$ cat config.mk
export PLATFORM = sky130hd
export DESIGN_NAME = sha_msg_ctrl
export DESIGN_NICKNAME = d
export VERILOG_FILES = /design/src/rtl/sha_msg_ctrl.sv
export SDC_FILE = /design/constraint.sdc
export NUM_CORES = 2
export LEC_CHECK = 0
export ABC_AREA = 1
export ABC_CLOCK_PERIOD_IN_PS = 3450
export CAP_MARGIN = 10
export CORE_AREA = 2 2 402 404
export CTS_CLUSTER_SIZE = 30
export DETAILED_ROUTE_END_ITERATION = 8
export DIE_AREA = 0 0 404 406
export PLACE_DENSITY_LB_ADDON = 0.12
export SLEW_MARGIN = 20
export SYNTH_ARGS = -nofsm -noshare
export SYNTH_HDL_FRONTEND = slang
export SYNTH_SLANG_ARGS = --single-unit
$ cat constraint.sdc
create_clock -name clk -period 3.45 [get_ports clk]
set_input_delay 0.69 -clock clk [delete_from_list [all_inputs] [get_ports clk]]
set_output_delay 0.69 -clock clk [all_outputs]
set_load 0.05 [all_outputs]
$ cat src/rtl/sha_msg_ctrl.sv
// Message sequencer for a single-block SHA-256 core: buffers input bytes into
// 64-byte blocks, appends SHA-256 padding and the bit length, and collects the digest.
module sha_msg_ctrl #(
  parameter int unsigned TIMEOUT = 255,
  parameter int unsigned LEN_W   = 32
) (
  input  logic         clk,
  input  logic         reset,
  input  logic         in_valid,
  input  logic [7:0]   in_data,
  input  logic         in_last,
  output logic         in_ready,
  output logic         core_rst,
  output logic         core_start,
  output logic [511:0] core_block,
  input  logic         core_complete,
  input  logic [255:0] core_hash,
  output logic [255:0] hash_out,
  output logic         hash_valid,
  output logic         busy,
  output logic         error
);

  localparam int unsigned TMO_W = $clog2(TIMEOUT + 1);
  localparam int unsigned IDX_W = 7;

  typedef enum logic [3:0] {
    S_IDLE, S_CLEAR, S_FILL, S_PAD80, S_ZERO, S_LEN, S_ISSUE, S_WAIT, S_DONE, S_ERR
  } state_t;

  state_t               state_q, state_d;
  logic [IDX_W-1:0]     idx_q, idx_d;
  logic [LEN_W-1:0]     len_q, len_d;
  logic                 last_q, last_d;
  logic                 final_q, final_d;
  logic                 extra_q, extra_d;
  logic [TMO_W-1:0]     tmo_q, tmo_d;
  logic [0:63][7:0]     blk_q, blk_d;
  logic [255:0]         hash_d;
  logic                 error_d, in_ready_d, core_rst_d, core_start_d, hash_valid_d, busy_d;
  logic [63:0]          bit_len;
  logic [2:0]           len_sel;
  logic [7:0]           len_byte;

  assign core_block = blk_q;

  // Big-endian byte of the 64-bit bit length for the current index 56..63
  assign bit_len  = 64'({len_q, 3'b000});
  assign len_sel  = 3'd7 - idx_q[2:0];
  assign len_byte = bit_len[{len_sel, 3'b000} +: 8];

  always_ff @(posedge clk) begin
    if (reset) state_q <= S_IDLE;
    else       state_q <= state_d;
  end

  always_comb begin
    state_d = state_q;
    case (state_q)
      S_IDLE:  if (in_valid) state_d = S_CLEAR;
      S_CLEAR: state_d = S_FILL;
      S_FILL: begin
        if (in_valid && in_ready) begin
          if (idx_q == IDX_W'(63)) state_d = S_ISSUE;
          else if (in_last)        state_d = S_PAD80;
        end
      end
      // Short-cut to LEN/ISSUE when the 0x80 lands on the last byte before a boundary
      S_PAD80: begin
        if (idx_q == IDX_W'(55))      state_d = S_LEN;
        else if (idx_q == IDX_W'(63)) state_d = S_ISSUE;
        else                          state_d = S_ZERO;
      end
      S_ZERO: begin
        if (!extra_q && idx_q == IDX_W'(55))     state_d = S_LEN;
        else if (extra_q && idx_q == IDX_W'(63)) state_d = S_ISSUE;
      end
      S_LEN:   if (idx_q == IDX_W'(63)) state_d = S_ISSUE;
      S_ISSUE: state_d = S_WAIT;
      S_WAIT: begin
        if (core_complete) begin
          if (final_q)      state_d = S_DONE;
          else if (extra_q) state_d = S_ZERO;
          else if (last_q)  state_d = S_PAD80;
          else              state_d = S_FILL;
        end else if (tmo_q == TMO_W'(TIMEOUT)) begin
          state_d = S_ERR;
        end
      end
      S_DONE:  state_d = S_IDLE;
      S_ERR:   state_d = S_IDLE;
      default: state_d = S_IDLE;
    endcase
  end

  always_comb begin
    idx_d   = idx_q;
    len_d   = len_q;
    last_d  = last_q;
    final_d = final_q;
    extra_d = extra_q;
    tmo_d   = tmo_q;
    blk_d   = blk_q;
    hash_d  = hash_out;
    case (state_q)
      S_IDLE, S_DONE, S_ERR: begin
        idx_d   = '0;
        len_d   = '0;
        last_d  = 1'b0;
        final_d = 1'b0;
        extra_d = 1'b0;
      end
      S_FILL: begin
        if (in_valid && in_ready) begin
          blk_d[idx_q[5:0]] = in_data;
          idx_d = idx_q + IDX_W'(1);
          len_d = len_q + LEN_W'(1);
          if (in_last) last_d = 1'b1;
        end
      end
      S_PAD80: begin
        blk_d[idx_q[5:0]] = 8'h80;
        idx_d   = idx_q + IDX_W'(1);
        extra_d = (idx_q >= IDX_W'(56));
      end
      S_ZERO: begin
        blk_d[idx_q[5:0]] = 8'h00;
        idx_d = idx_q + IDX_W'(1);
      end
      S_LEN: begin
        blk_d[idx_q[5:0]] = len_byte;
        idx_d = idx_q + IDX_W'(1);
        if (idx_q == IDX_W'(63)) final_d = 1'b1;
      end
      S_ISSUE: tmo_d = '0;
      S_WAIT: begin
        if (core_complete) begin
          if (final_q) begin
            hash_d = core_hash;
          end else begin
            idx_d   = '0;
            extra_d = 1'b0;
          end
        end else begin
          tmo_d = tmo_q + TMO_W'(1);
        end
      end
      default: ;
    endcase

    // Outputs are registered against the next state so they line up with it
    in_ready_d   = (state_d == S_FILL);
    core_rst_d   = (state_d == S_CLEAR);
    core_start_d = (state_d == S_ISSUE);
    hash_valid_d = (state_d == S_DONE);
    busy_d       = (state_d != S_IDLE) && (state_d != S_ERR);
    error_d      = error || (state_d == S_ERR);
  end

  always_ff @(posedge clk) begin
    if (reset) begin
      idx_q      <= '0;
      len_q      <= '0;
      last_q     <= 1'b0;
      final_q    <= 1'b0;
      extra_q    <= 1'b0;
      tmo_q      <= '0;
      blk_q      <= '0;
      hash_out   <= '0;
      error      <= 1'b0;
      in_ready   <= 1'b0;
      core_rst   <= 1'b0;
      core_start <= 1'b0;
      hash_valid <= 1'b0;
      busy       <= 1'b0;
    end else begin
      idx_q      <= idx_d;
      len_q      <= len_d;
      last_q     <= last_d;
      final_q    <= final_d;
      extra_q    <= extra_d;
      tmo_q      <= tmo_d;
      blk_q      <= blk_d;
      hash_out   <= hash_d;
      error      <= error_d;
      in_ready   <= in_ready_d;
      core_rst   <= core_rst_d;
      core_start <= core_start_d;
      hash_valid <= hash_valid_d;
      busy       <= busy_d;
    end
  end

endmodule
# Yosys cells after proc, flatten, opt, wreduce, memory -nomap -nowiden

Index checks and enable logic that the tools add are counted.

Bits in registers: 828
Bits in latches: 0
RAM bits: 0
Bits in read-only memories: 0
Input port bits: 269
Output and inout bits: 774
Word-level logic and storage cells: 178
Memories: 0

$add $sub $neg: 4
Multipliers: 0
Div/mod/pow operators: 0
$lt $le $gt $ge: 3
Equal/unequal tests: 24
Shifts and indexed selects: 1
Mux-type cells: 37
Bitwise operators: 6
Reductions and logical operators: 25

Operator list:

| operator              | count |
|---|---|
| $pmux 512 s4          | 1 |
| $bwmux 512            | 2 |
| $and 512x512->512     | 1 |
| $mux 512              | 1 |
| $not 512->512         | 1 |
| $and 448x448->448     | 1 |
| $not 448->448         | 1 |
| $or 64x64->64         | 1 |
| $pmux 32 s2           | 1 |
| $shiftx 64x7->8       | 1 |
| $demux 8 s6           | 1 |
| $mux 4                | 10 |
| $add 32x1->32 const B | 1 |
| $mux 32               | 1 |
| $pmux 4 s8            | 1 |
| $pmux 7 s4            | 1 |
| $mux 7                | 3 |
| $eq 4x3->1 const B    | 5 |
| $eq 4x4->1 const B    | 4 |
| $mux 8                | 2 |
| $pmux 8 s2            | 1 |
| $eq 7x6->1 const B    | 2 |
| $eq 4x2->1 const B    | 3 |
| $ne 2x2->1 const B    | 6 |
| 26 further kinds      | 48 |

# Longest topological paths before layout

Depth in word-level cells: 8
Mapped depth: 13
Mapped depth without buffers: 12

# Least setup slack after synthesis

OpenSTA, ideal clock, no wires.

Path type: input port to flip-flop
From: input reset
To: register with a tool-made name
Setup time: 70 ps
Data arrival time: 1927 ps
Path slack: 1453 ps
Cell stages on the path: 7
Path through: clkbuf_1 -> inv_1 -> clkbuf_1 -> clkbuf_1 -> clkbuf_1 -> o21ai_0 -> a21oi_1

RTL lines:

| what            | RTL line | text |
|---|---|---|
| start, declared | 8        | `input logic reset,` |

==> key figures <==
Routing
  • Avg WL per Cell: 24.9 µm
  • Post-route ant nets: 0
  • First-iteration detailed-routing DRC count: 2,790
  • Vias/cell: 4.70
  • DRC viols: 0
  • Drt pass-1 iters: 5
  • Vias: 36,424
  • Routed wire length: 193 mm

Critical path
  • CP arrival: 2.23 ns
  • CP Launch Type: flop
  • Crit path max-delay family: buffers and inverters
  • Crit Path Class: reg2out
  • Worst-case reg-to-reg path depth: 7
  • CP endpoint kind: primary output
  • Worst r2r src: idx_q[2]
  • Crit-path slowest cell: clkdlybuf4s50_1
  • CP Data Required Time: 2.76 ns
  • Cell Chain, Critical Path: clkdlybuf4s50_1
  • Crit. path cell count: 1
  • Max stage delay on crit path: 1.10 ns
  • R2R Setup Slk: 0.58 ns
  • CP max FO: 3
  • CP bufs+invs: 1

Timing
  • RSZ-0062 raised after global routing: false
  • Final Skew: 0.0423 ns
  • Final worst-path cycle share: 84.7%
  • Fmax: 342 MHz
  • Worst-Margin Slew: 1.02 ns
  • Final setup TNS: 0 ns
  • Final setup fails: 0
  • Final min period: 2.92 ns
  • Hold Slack: 0.438 ns
  • Final Hold Fails: 0
  • Final Max Slew Viols: 0
  • Slew HR: 31.9%

Clock tree
  • Clock Tree Root: clkbuf_16
  • CTS tree: yes
  • CTS sink cnt: 828
  • Clock transition at the registers of the reported paths: 0.06 ns
  • Clock buffer depth: 3
  • # hold bufs at CTS: 0
  • H-tree levels: 3
  • Clk_lat worst skew: 0.73 ns
  • Setup bufs post-CTS: 0
  • CTS buffer count: 107
  • Post-CTS Resized: 0

Hold path
  • Worst hold path class: in2reg
  • Hold path cells: 4
  • Worst Hold Launch: reset

Yosys
  • Syn_area_per_cell: 7.36 µm²
  • Post-synthesis cell type count: 33
  • Syn Nets: 4,882
  • FF+latch count, synth: 828
  • Synth async-reset ratio: 0%
  • Ys Warns: 0
  • Main synth FF type: dfxtp_1
  • Post-synth EDFFs: 0
  • Mapped Cells: 4,610
  • Register area share after synthesis: 48.9%
  • Post-Syn Area: 0.0339 mm²

Flow run
  • Max Cap Violations: 0

GRT
  • Largest net degree at the start of global routing: 158
  • Vias in the first global route: 35,318
  • Initial antenna violation count: 31
  • Overall routing resource usage: 22.6%
  • Total grt overflow: 0
  • Global-route wire length before repair: 270 mm

Die
  • Die Y: 406 µm
  • Die X: 404 µm
  • Starting density of the core: 21.3%
  • Die area: 0.164 mm²
  • Row cnt: 147
  • CORE AREA: 0.160 mm²
  • IO Pins: 1,043

Layout
  • Final net count: 5,843
  • Syn-to-layout area delta: 49.2%
  • Fraction of final layout cells sized beyond drive strength 1: 6.76%

Pwr
  • Reg power frac: 41.4%
  • VDD IR-drop max: 0.369 mV
  • P_leak: 17.7 nW
  • Clk pwr share: 51.1%
  • P_sw: 5.98 mW
  • Internal power: 17.2 mW
  • Final Power: 23.2 mW
  • Switching Fraction: 25.8%
  • Power Density: 459 mW/mm²
  • Combinational power share: 7.4%

Placement
  • Detailed placement HPWL: 140 mm
  • PortBufs: 1,042
  • RePlAce Congestion: 0.952

Status
  • Run status: completed
## metrics by stage
stage | utilization, % | setup slack, ns | std cells | cell area [µm²]
floorplan | - | 1.45 | 4610 | 33900
global placement | 29.4 | 0.585 | 7548 | 46900
detailed placement | 29.4 | 0.536 | 7548 | 46900
finish | 31.7 | 0.530 | 7743 | 50600
global route | 31.7 | 0.256 | 7740 | 50600
CTS | 31.7 | 0.393 | 7737 | 50600
## tightest hold or removal path, stage by stage
cell and delay (ns):
buf_8 0.11, inv_8 0.12, o21ai_0 0.12, a21oi_1 0.04
## per-layer routing
metal	GRT usage [%]	up-vias	wire, µm
met5	0	-	52
met3	6.44	245	15200
met2	38.8	1358	92900
met4	5.96	8	5480
met1	27.5	17345	79500
li1	-	17468	-
## cells in the mapped netlist (2+ instances only)
cell      instances  area, µm²
o21ai_0         610       3050
inv_1           257        965
nand3_1         264       1320
a211oi_1          3       22.5
o21bai_1          4       30.0
buf_4             2       15.0
buf_2            63        315
buf_6             6       67.6
nand2_2           3       18.8
nand2_4           3       33.8
nor2_2           69        432
nor2_4           20        225
o211ai_1         87        653
ha_1              3       37.5
nand2_1         950       3570
dfxtp_1         828      16600
nand4_1          29        181
a21oi_2           4       35.0
nor3_2            2       20.0
nor2_1          357       1340
nor3b_1           4       30.0
a31oi_1           8       50.1
a21oi_1         707       3540
nor3_1           22        110
inv_2            13       48.8
nand3b_1          3       22.5
clkbuf_1        196        736
o21ai_1          88        440
## kinds of logic (layout without fill, tap and decap cells)
kind of cell	count (synthesis)	in the layout	synth area share, %
and+or+nand+nor	1728	1728	21.6
AOI/OAI and AO/OA	1514	1514	23.1
DFF	828	828	48.9
buffers and inverters	537	1578	6.33
adders and majority gates	3	3	0.111
other	0	6	0
## cell type report
cell class,count,area (µm²)
Clock inverter,43,639
Inverter,270,1030
Timing Repair Buffer,1119,11400
Sequential cell,828,16600
Tap cell,2086,2610
Multi-Input combinational cell,3245,15300
Antenna cell,6,15.0
Fill cell,17208,109000
Clock buffer,146,3030
## worst max path at each step
| stage | end | slack, ns |
|---|---|---|
| 2_1_floorplan | flop | 1.45 |
| 3_3_place_gp | flop | 0.59 |
| 3_5_place_dp | flop | 0.54 |
| 4_1_cts | hash_out[1] | 0.39 |
| 5_1_grt | flop | 0.26 |
| 6_report | core_block[2] | 0.53 |
## power by group through the flow
| stage | clock, mW | sequential (mW) | combinational, mW |
|---|---|---|---|
| global route | 12.6 | 9.61 | 1.84 |
| detailed placement | 0 | 9.83 | 1.73 |
| global placement | 0 | 9.83 | 1.74 |
| CTS | 12.2 | 9.62 | 1.73 |
| finish | 11.9 | 9.62 | 1.73 |
| floorplan | 0 | 9.89 | 0.737 |
## layout by cell type, fill, tap and decap left out, types with 5 or more instances in the layout
cell type	n
a31oi_1	8
nor2_1	355
a21oi_1	707
nand2_1	940
inv_2	13
bufinv_16	13
dfxtp_1	828
nand2_4	11
clkdlybuf4s50_1	1040
clkbuf_1	18
o21ai_1	87
inv_6	5
buf_12	30
clkbuf_8	21
nor3_1	22
clkinv_2	20
nor2_4	22
clkbuf_16	107
nand3_1	263
nand4_1	29
diode_2	6
o211ai_1	87
buf_4	48
inv_1	255
nor2_2	69
o21ai_0	610
No activity file was read; power rests on OpenSTA's default activity.
